==> src/rtl/regfile_seq_pkg.sv <==
// Shared types and constants for the register-file sequencer.
// Opcodes, FSM states and the write-back decode live here.
package regfile_seq_pkg;

   localparam int DW = 16;
   localparam int AW = 3;
   localparam int IW = 8;

   typedef enum logic [2:0] {
      MOVI = 3'b000,
      MOV  = 3'b001,
      ADD  = 3'b010,
      SUB  = 3'b011,
      AND  = 3'b100,
      MVN  = 3'b101,
      CMP  = 3'b110,
      RSVD = 3'b111
   } op_e;

   typedef enum logic [2:0] {
      IDLE,
      RD_A,
      RD_B,
      EXEC,
      WB
   } state_e;

   function automatic logic writes_back(op_e op);
      return !(op == CMP || op == RSVD);
   endfunction

   function automatic logic updates_flags(op_e op);
      return op == ADD || op == SUB || op == CMP;
   endfunction

endpackage

==> src/rtl/regfile_seq_alu.sv <==
// Combinational ALU for the register-file sequencer.
// Produces the result word and its Z/N/V flags.
module regfile_seq_alu
   import regfile_seq_pkg::*;
(
   input  op_e           op,
   input  logic [DW-1:0] a,
   input  logic [DW-1:0] b,
   input  logic [DW-1:0] imm_x,
   output logic [DW-1:0] r,
   output logic          z,
   output logic          n,
   output logic          v
);

   always_comb begin
      r = '0;
      v = 1'b0;
      case (op)
         MOVI: r = imm_x;
         MOV:  r = a;
         ADD: begin
            r = a + b;
            v = (a[DW-1] == b[DW-1]) &&
                (r[DW-1] != a[DW-1]);
         end
         SUB, CMP: begin
            r = a - b;
            v = (a[DW-1] != b[DW-1]) &&
                (r[DW-1] != a[DW-1]);
         end
         AND:  r = a & b;
         MVN:  r = ~a;
         default: r = '0;
      endcase
      z = (r == '0);
      n = r[DW-1];
   end

endmodule

==> src/rtl/regfile_sequencer.sv <==
// Sequences the 8x16 register file through read A, read B,
// execute and write-back for one command per handshake.
module regfile_sequencer
   import regfile_seq_pkg::*;
(
   input  logic          clk,
   input  logic          rst_n,
   input  logic          cmd_valid,
   output logic          cmd_ready,
   input  logic [2:0]    cmd_op,
   input  logic [AW-1:0] cmd_rd,
   input  logic [AW-1:0] cmd_rs,
   input  logic [AW-1:0] cmd_rt,
   input  logic [IW-1:0] cmd_imm,
   output logic [AW-1:0] rf_readnum,
   input  logic [DW-1:0] rf_data_out,
   output logic [AW-1:0] rf_writenum,
   output logic          rf_write,
   output logic [DW-1:0] rf_data_in,
   output logic          done,
   output logic [DW-1:0] result,
   output logic          flag_z,
   output logic          flag_n,
   output logic          flag_v,
   output logic          err
);

   state_e        state;
   state_e        state_nx;
   op_e           op_q;
   logic [AW-1:0] rd_q;
   logic [AW-1:0] rt_q;
   logic [IW-1:0] imm_q;
   logic [DW-1:0] a_q;
   logic [DW-1:0] b_q;
   logic [DW-1:0] imm_x;
   logic [DW-1:0] alu_r;
   logic          alu_z;
   logic          alu_n;
   logic          alu_v;

   assign imm_x = {{(DW-IW){imm_q[IW-1]}}, imm_q};

   regfile_seq_alu u_alu (
      .op    (op_q),
      .a     (a_q),
      .b     (b_q),
      .imm_x (imm_x),
      .r     (alu_r),
      .z     (alu_z),
      .n     (alu_n),
      .v     (alu_v)
   );

   always_ff @(posedge clk or negedge rst_n) begin
      if (!rst_n) state <= IDLE;
      else        state <= state_nx;
   end

   always_comb begin
      state_nx    = state;
      cmd_ready   = 1'b0;
      done        = 1'b0;
      err         = 1'b0;
      rf_write    = 1'b0;
      rf_writenum = rd_q;
      rf_data_in  = result;
      case (state)
         IDLE: begin
            cmd_ready = 1'b1;
            if (cmd_valid) state_nx = RD_A;
         end
         RD_A: state_nx = RD_B;
         RD_B: state_nx = EXEC;
         EXEC: state_nx = WB;
         WB: begin
            done     = 1'b1;
            err      = (op_q == RSVD);
            rf_write = writes_back(op_q);
            state_nx = IDLE;
         end
         default: state_nx = IDLE;
      endcase
   end

   // Read index is registered so it is stable for the whole read cycle.
   always_ff @(posedge clk or negedge rst_n) begin
      if (!rst_n) begin
         op_q       <= MOVI;
         rd_q       <= '0;
         rt_q       <= '0;
         imm_q      <= '0;
         a_q        <= '0;
         b_q        <= '0;
         rf_readnum <= '0;
         result     <= '0;
         flag_z     <= 1'b0;
         flag_n     <= 1'b0;
         flag_v     <= 1'b0;
      end else begin
         case (state)
            IDLE: begin
               if (cmd_valid) begin
                  op_q       <= op_e'(cmd_op);
                  rd_q       <= cmd_rd;
                  rt_q       <= cmd_rt;
                  imm_q      <= cmd_imm;
                  rf_readnum <= cmd_rs;
               end
            end
            RD_A: begin
               a_q        <= rf_data_out;
               rf_readnum <= rt_q;
            end
            RD_B: b_q <= rf_data_out;
            EXEC: begin
               result <= alu_r;
               if (updates_flags(op_q)) begin
                  flag_z <= alu_z;
                  flag_n <= alu_n;
                  flag_v <= alu_v;
               end
            end
            default: ;
         endcase
      end
   end

endmodule
==> config.mk <==
export PLATFORM = sky130hd
export DESIGN_NAME = regfile_sequencer
export DESIGN_NICKNAME = d
export VERILOG_FILES = /design/src/rtl/regfile_seq_pkg.sv /design/src/rtl/regfile_seq_alu.sv /design/src/rtl/regfile_sequencer.sv
export SDC_FILE = /design/constraint.sdc
export NUM_CORES = 1
export LEC_CHECK = 0
export CORE_MARGIN = 1
export CORE_UTILIZATION = 25
export CTS_CLUSTER_SIZE = 12
export DETAILED_ROUTE_END_ITERATION = 7
export SLEW_MARGIN = 30
export SYNTH_ARGS = -nofsm -noshare
export SYNTH_HDL_FRONTEND = slang
export SYNTH_HIERARCHICAL = 1
export SYNTH_SLANG_ARGS = --single-unit
export TNS_END_PERCENT = 20
==> constraint.sdc <==
create_clock -name clk -period 4.05 [get_ports clk]
set_input_delay 1.0125 -clock clk [delete_from_list [all_inputs] [get_ports clk]]
set_output_delay 1.0125 -clock clk [all_outputs]
set_load 0.01 [all_outputs]
### After elaboration in Yosys (flattened, before gate mapping)

Index checks and enable logic that the tools add are counted.

| storage, ports and cells | value |
|---|---|
| input port bits | 39 |
| output and inout port bits | 45 |
| logic and storage cells | 56 |
| register bits | 74 |
| latch bits | 0 |
| bits in writable memories | 0 |
| memories kept | 0 |
| bits in read-only memories | 0 |

| cells by class | value |
|---|---|
| bitwise gates (word level) | 2 |
| shift operators | 0 |
| reductions and logical operators | 14 |
| equal/unequal tests | 16 |
| $mul | 0 |
| magnitude comparators | 0 |
| add/subtract/negate cells | 2 |
| mux-type cells | 10 |
| divide/modulo/power cells | 0 |

Operators by type and width:

| cell | number |
|---|---|
| $pmux 16 s6 | 1 |
| $add 16x16->16 | 1 |
| $and 16x16->16 | 1 |
| $logic_not 16->1 | 1 |
| $not 16->16 | 1 |
| $sub 16x16->16 | 1 |
| $eq 3x3->1 const B | 5 |
| $eq 3x2->1 const B | 4 |
| $pmux 3 s4 | 1 |
| $eq 3x1->1 const B | 2 |
| $logic_not 3->1 | 2 |
| $mux 3 | 2 |
| $pmux 3 s2 | 1 |
| $reduce_and 2->1 | 3 |
| $mux 1 | 4 |
| $logic_or 1x1->1 | 3 |
| $ne 1x1->1 | 3 |
| $logic_and 1x1->1 | 2 |
| $ne 2x2->1 const B | 1 |
| $pmux 1 s2 | 1 |
| $reduce_bool 2->1 | 1 |
| $reduce_or 2->1 | 1 |
| $eq 1x1->1 | 1 |
| $logic_not 1->1 | 1 |

### Logic depth before layout (Yosys ltp)

Gate-level depths: netlist of run 1.

| logic depth | value |
|---|---|
| depth after elaboration | 4 |
| gate-level depth with buffers | 13 |
| gate-level depth less buffers | 12 |

### Cells and area by module

The synthesis of run 1 kept the hierarchy.

By module, submodules not included:

| module | area each (µm²) | instances | cells each | seq. area each (µm²) |
|---|---|---|---|---|
| regfile_sequencer | 2995.4 | 1 | 185 | 1851.8 |
| regfile_seq_alu | 2556.2 | 1 | 369 | 0.0 |

### Worst setup path after synthesis of run 1

Ideal clock, no wire load.

| path | value |
|---|---|
| kind | register to register |
| from | register a_q[0] |
| to | register flag_z |
| data arrival time | 2717 ps |
| slack | 1209 ps |
| stages on the path, launching flop included | 13 |
| library setup time | 125 ps |
| data required time | 3925 ps |
| clock period less this slack | 2841 ps |
| path buffers | 0 |
| cells stage by stage | dfrtp_1 > inv_1 > ha_1 > fa_1 > nor2b_1 > o2111ai_1 > a211oi_1 > o211ai_1 > a211oi_1 > a221oi_1 > o21ai_1 > nor3_2 > mux2_2 |

| between the ends | value |
|---|---|
| word-level cells in the longest chain between the ends | 3 |
| elaborated cells on any way between the ends | 6 |
| those cells by class | add/sub: 2; mux: 1; bitwise: 2; reduce/logical: 1 |

Ends and longest elaborated chain:

| element | RTL line | text |
|---|---|---|
| start: declaration | regfile_sequencer.sv:34 | `logic [DW-1:0] a_q;` |
| start signal: assignment | regfile_sequencer.sv:112 | `a_q <= rf_data_out;` |
| $sub 16x16->16 / $add 16x16->16 (equally long branches) | regfile_seq_alu.sv:28, regfile_seq_alu.sv:23 |  |
| $pmux 16 s6 * | regfile_seq_alu.sv:19 | `case (op)` |
| named net alu_r[14] | regfile_sequencer.sv:37 | `logic [DW-1:0] alu_r;` |
| $logic_not 16->1 * | regfile_seq_alu.sv:36 | `z = (r == '0);` |
| named net alu_z | regfile_sequencer.sv:38 | `logic alu_z;` |
| end signal: assignment | regfile_sequencer.sv:119 | `flag_z <= alu_z;` |
| end: declaration | regfile_sequencer.sv:22 | `output logic flag_z,` |

Mark *: on every way through the listed nets, which the timed path passes. The rest lies on a longest branch.
A chain may end at the register's enable or synchronous reset.

### Worst setup path in the final report of run 1

Ends and elaborated chain as after synthesis.

==> results of run 1 <==
[critical path: cells and delay by family (launching register included)]
family	cells	cell delay [ns]
buffers and inverters	1	0.09
and+or+nand+nor	3	0.50
DFF	1	0.42
adders and majority gates	2	0.49
AOI/OAI and AO/OA	5	1.73
muxes	1	0.15
[synth_stat cells, types with 4 or more instances]
| library cell | count | area share |
|---|---|---|
| dfrtp_1 | 74 | 0.33 |
| buf_6 | 5 | 0.010 |
| nor3b_1 | 5 | 0.0068 |
| a2111oi_0 | 5 | 0.0079 |
| mux2_2 | 59 | 0.12 |
| ha_1 | 32 | 0.072 |
| o21a_1 | 6 | 0.0081 |
| nor3_1 | 12 | 0.011 |
| xor2_1 | 14 | 0.022 |
| buf_4 | 21 | 0.028 |
| a211o_1 | 4 | 0.0063 |
| mux2_4 | 9 | 0.024 |
| inv_1 | 28 | 0.019 |
| nand3_1 | 9 | 0.0081 |
| mux2i_1 | 14 | 0.025 |
| nor2b_1 | 8 | 0.0090 |
| nor4_1 | 4 | 0.0045 |
| o22ai_1 | 4 | 0.0045 |
| buf_2 | 9 | 0.0081 |
| o21ai_0 | 17 | 0.015 |
| o211ai_1 | 6 | 0.0081 |
| or2_2 | 4 | 0.0045 |
| nand2_1 | 20 | 0.014 |
| a21o_1 | 11 | 0.015 |
| nor2_1 | 32 | 0.022 |
| nand2b_1 | 7 | 0.0079 |
| a21oi_1 | 24 | 0.022 |
| a211oi_1 | 18 | 0.024 |
| clkbuf_1 | 13 | 0.0088 |
[final cells by class]
cell class | instances | area, sq um
fillers | 2206 | 15000
multi-input cells | 402 | 3290
inverters | 29 | 109
clock buffers | 10 | 239
clock inverters | 6 | 90.1
repair buffers | 94 | 922
flip-flops and latches | 74 | 1850
well taps | 280 | 350
[path summary, 6_finish.rpt]
kind | endpoint | from | cells after the start
max in group asynchronous | b_q[12]$_DFFE_PN0N_ | rst_n | 1
hold / removal | rf_readnum[0]$_DFFE_PN0P_ | rf_readnum[0]$_DFFE_PN0P_ | 1
setup reg to reg | flag_z$_DFFE_PN0P_ | a_q[0]$_DFFE_PN0P_ | 12
hold reg to reg | rf_readnum[0]$_DFFE_PN0P_ | rf_readnum[0]$_DFFE_PN0P_ | 1
min in group asynchronous | rf_writenum[0]$_DFFE_PN0P_ | rst_n | 1
setup / recovery | flag_z$_DFFE_PN0P_ | a_q[0]$_DFFE_PN0P_ | 12
[registers in the layout (all words and copies together), names as in the netlist]
signal / cells
state: 3
flag_v: 1
rf_writenum: 3
op_q: 3
rf_readnum: 3
a_q: 16
rt_q: 3
b_q: 16
flag_n: 1
flag_z: 1
imm_q: 8
result: 16
[placed cells by master (no fill, tap or decap), types with 11 or more instances in the layout]
master           Yosys  layout
inv_1               28      28
clkdlybuf4s50_1      0      82
xor2_1              14      14
nor3_1              12      12
nor2_1              32      32
mux2_2              59      59
a21o_1              11      11
mux2i_1             14      14
a21oi_1             24      24
dfrtp_1             74      73
a211oi_1            18      18
o21ai_0             17      17
ha_1                32      32
nand2_1             20      20
[metrics by stage]
step	utilization	area, sq um	setup slack (ns)	hold WS [ns]	instances
after floorplan	-	5550	1.21	0.473	554
after detailed placement	0.299	6520	0.671	0.473	879
final	0.314	6850	0.610	0.499	895
after global routing	0.314	6850	0.438	0.523	895
after CTS	0.314	6850	0.658	0.500	895
after global placement	0.298	6500	0.738	0.476	878
[routing by layer]
layer,routed length (um),track usage,vias up
li1,-,-,2149
met1,7380,0.203,2203
met2,6150,0.199,174
met3,1020,0.0262,22
met4,340,0.0565,0
met5,0,0,-
[kinds of logic after synthesis]
group / count (synthesis) / share of synthesized area
AOI/OAI and AO/OA: 145 / 0.191
xor gates and xnor gates: 16 / 0.0252
DFF: 74 / 0.334
and+or+nand+nor: 124 / 0.124
muxes: 83 / 0.171
adders and majority gates: 34 / 0.0793
buffers and inverters: 78 / 0.0757
==> results.yml, run 1 <==
floorplan:
  dieArea_sq_um: 22800
  die_h_um: 151
  row_count: 54
  start_util: 0.254
  boundaryPins: 84
  coreArea_sq_um: 21800
  die_w_um: 151
run_status:
  status: "finished clean"
worst_setup_path:
  crit_required_ns: 4.33
  cpMaxStageDelayCell: "a221oi_1"
  critPathMaxStageDelay_ns: 0.61
  worstPathMaxFanout: 5
  cp_data_arrival_time_ns: 3.72
  r2r_slack_ns: 0.61
  crit_path_start_kind: "register"
  crit_path_end_kind: "register"
  critPathKind: "reg -> reg"
  cp_cell_sequence: "ha_1 -> inv_1 -> fa_1 -> nor2_1 -> o311ai_2 -> a21oi_1 -> a221oi_1 -> o21ai_0 -> a32o_1 -> nand4bb_1 -> nor3_2 -> mux2_2"
yosys:
  synth_cell_types: 81
  synth_nets: 627
  ys.warnings.count: 6
  avgSynthCellArea_sq_um: 10.0
  seq_area_frac_synth: 0.334
  synthFlopType: "dfrtp_1"
  synth_edf_count: 0
  netlist_area_sq_um: 5550
  async_flop_share: 1.00
  synthCells: 554
  synth-seq-cells: 74
finish:
  area_delta_synth_final_pct: 23.4
  antenna_cells: 0
  fin_nets: 683
  drive_gt1_frac: 0.189
route:
  antenna_left: 0
  vias: 4548
  viasPerCell: 5.08
  first_iter_violations: 256
  dr.pass1.iters: 7
  drt_wl_total_um: 14900
  drcViolationCount: 0
  wl_per_cell_um: 16.6
grt:
  antenna_found_initial: 0
  track_usage: 0.139
  first_global_vias: 4273
  overflow: 0
  grt_pass1_wl_um: 24200
  grt_max_degree: 75
sta:
  slew_headroom: 0.443
  rsz0062_at_grt: "false"
  slew_viol_final: 0
  final-setup-viol-count: 0
  layout_min_cycle_time_ns: 3.44
  hold_viol: 0
  fin_crit_sh: 0.849
  setup_tns_ns: 0
  max_freq_mhz: 291
  skew_ns: 0.00929
  worst_pin_slew_ns: 0.830
clock_tree:
  htree_levels: 3
  worstSkewPairLatency_ns: 0.35
  cts_setup_buffers: 0
  cts_hold_buf: 0
  cts_num_sinks: 74
  clk_pin_slew_ns: 0.06
  cts.path.max_buffers: 2
  cts.repair.resized: 0
  cts_tree: "yes"
  root_buffer: "clkbuf_16"
  numCtsBuffers: 9
hold_path:
  hold_path_class: "reg -> reg"
place:
  gp_congestion: 0.924
  dp_hpwl_um: 11300
  io_buffers: 83
job:
  drv_cap: 0
Power of run 1 is not shown: default switching activity piles up to over one toggle a cycle in this logic, so the estimate is an artifact.
==> run 2, diff against run 1 <==
==> constraint.sdc (replaced) <==
create_clock -name clk -period 3.17 [get_ports clk]
set_input_delay 0.7925 -clock clk [delete_from_list [all_inputs] [get_ports clk]]
set_output_delay 0.7925 -clock clk [all_outputs]
set_load 0.01 [all_outputs]
==> results.yml, run 2 (synthesized netlist as in run 1, its figures left out) <==
route:
  wl_per_cell_um: 16.3
  drcViolationCount: 0
  viasPerCell: 4.94
  drt_wl_total_um: 15100
  dr.pass1.iters: 6
  first_iter_violations: 229
  antenna_left: 0
  vias: 4561
sta:
  slew_viol_final: 0
  slew_headroom: 0.465
  worst_pin_slew_ns: 0.802
  layout_min_cycle_time_ns: 3.01
  rsz0062_at_grt: "false"
  final-setup-viol-count: 0
  setup_tns_ns: 0
  hold_viol: 0
  fin_crit_sh: 0.949
  skew_ns: 0.00843
  max_freq_mhz: 332
floorplan:
  row_count: 54
  boundaryPins: 84
  coreArea_sq_um: 21800
  start_util: 0.254
  die_w_um: 151
  dieArea_sq_um: 22800
  die_h_um: 151
finish:
  multi_input_area_sq_um: 3350
  layout_common_cells: "82 x clkdlybuf4s50_1, 73 x dfrtp_1, 59 x mux2_2"
  drive_gt1_frac: 0.242
  antenna_cells: 0
  final_common_cell: "clkdlybuf4s50_1"
  seq_area_sq_um: 1850
  n_fill_cell: 2204
  largestRegisters: "a_q x16, b_q x16, result x16"
  area_delta_synth_final_pct: 28.3
  fin_nets: 713
clock_tree:
  worstSkewPairLatency_ns: 0.35
  numCtsBuffers: 9
  cts.path.max_buffers: 2
  cts_hold_buf: 0
  clk_pin_slew_ns: 0.05
  cts_tree: "yes"
  cts_num_sinks: 74
  root_buffer: "clkbuf_16"
  htree_levels: 3
place:
  dp_hpwl_um: 11700
  io_buffers: 83
  gp_congestion: 0.896
grt:
  antenna_found_initial: 0
  track_usage: 0.139
  grt_max_degree: 62
  grt_pass1_wl_um: 24100
  first_global_vias: 4405
  overflow: 0
worst_setup_path:
  cpMaxStageDelayCell: "ha_1"
  critPathKind: "reg -> reg"
  cp_cell_sequence: "ha_1 -> nand3_1 -> nor3_1 -> a211oi_1 -> buf_4 -> o31a_1 -> buf_4 -> a22oi_1 -> o211ai_1 -> a211o_1 -> nor3_2 -> mux2_2"
  worstPathMaxFanout: 8
  cp_data_arrival_time_ns: 3.29
  cpMostUsedCell: "buf_4"
  critPathMaxStageDelay_ns: 0.52
  crit_path_end_kind: "register"
  crit_path_start_kind: "register"
  crit_required_ns: 3.45
run_status:
  status: "finished clean"
hold_path:
  hold_path_class: "reg -> reg"
job:
  drv_cap: 0
run 2: routing by layer:
layer	routed length, um	GRT usage	up-vias
li1	-	-	2210
met1	7530	0.193	2214
met2	6520	0.208	123
met3	825	0.0334	14
met4	223	0.0500	0
met5	0	0	-
run 2: timing repair:
| action | in CTS | in global routing |
|---|---|---|
| resized for setup | 2 | 15 |
| endpoints found under the setup margin | 2 | 2 |
| buffers inserted | 0 | 2 |
| pin swaps | 0 | 8 |
run 2: worst paths after layout:
check | to | cells past startpoint | from | slack [ns]
worst max-delay path | flag_z$_DFFE_PN0P_ | 12 | a_q[6]$_DFFE_PN0P_ | 0.16
worst min-delay path | rf_readnum[2]$_DFFE_PN0P_ | 1 | rf_readnum[2]$_DFFE_PN0P_ | 0.48
worst max register to register | flag_z$_DFFE_PN0P_ | 12 | a_q[6]$_DFFE_PN0P_ | 0.16
worst min register to register | rf_readnum[2]$_DFFE_PN0P_ | 1 | rf_readnum[2]$_DFFE_PN0P_ | 0.48
max in group asynchronous | state[1]$_DFFE_PN0P_ | 2 | rst_n | 2.00
min in group asynchronous | rf_writenum[0]$_DFFE_PN0P_ | 1 | rst_n | 0.53
run 2: metrics by stage:
step | util | hold WS [ns] | setup WS (ns) | std cells | cell area, sq um
2_1_floorplan | - | 0.473 | 0.329 | 554 | 5550
3_5_place_dp | 0.309 | 0.465 | -0.0475 | 907 | 6750
4_1_cts | 0.323 | 0.485 | 0.0110 | 922 | 7060
6_report | 0.326 | 0.482 | 0.162 | 924 | 7120
3_3_place_gp | 0.309 | 0.459 | 0.0611 | 907 | 6750
5_1_grt | 0.326 | 0.518 | 0.00858 | 924 | 7120
run 2: layout make-up:
| class | instances | area share |
|---|---|---|
| inverters | 29 | 0.0153 |
| clock buffers | 13 | 0.0379 |
| repair buffers | 124 | 0.163 |
| flip-flops and latches | 74 | 0.260 |
| multi-input cells | 402 | 0.470 |
| clock inverters | 2 | 0.00492 |
| well taps | 280 | 0.0492 |
run 2: critical path, delay by kind of cell (launching register included):
family	cells	cell delay, ns
AND/OR/NAND/NOR	3	0.43
buffers and inverters	2	0.30
adder cells (fa/ha/maj)	1	0.52
flip-flops	1	0.43
multiplexers	1	0.15
AO/OA/AOI/OAI	5	1.11
Power of run 2 is left out for the same reason.
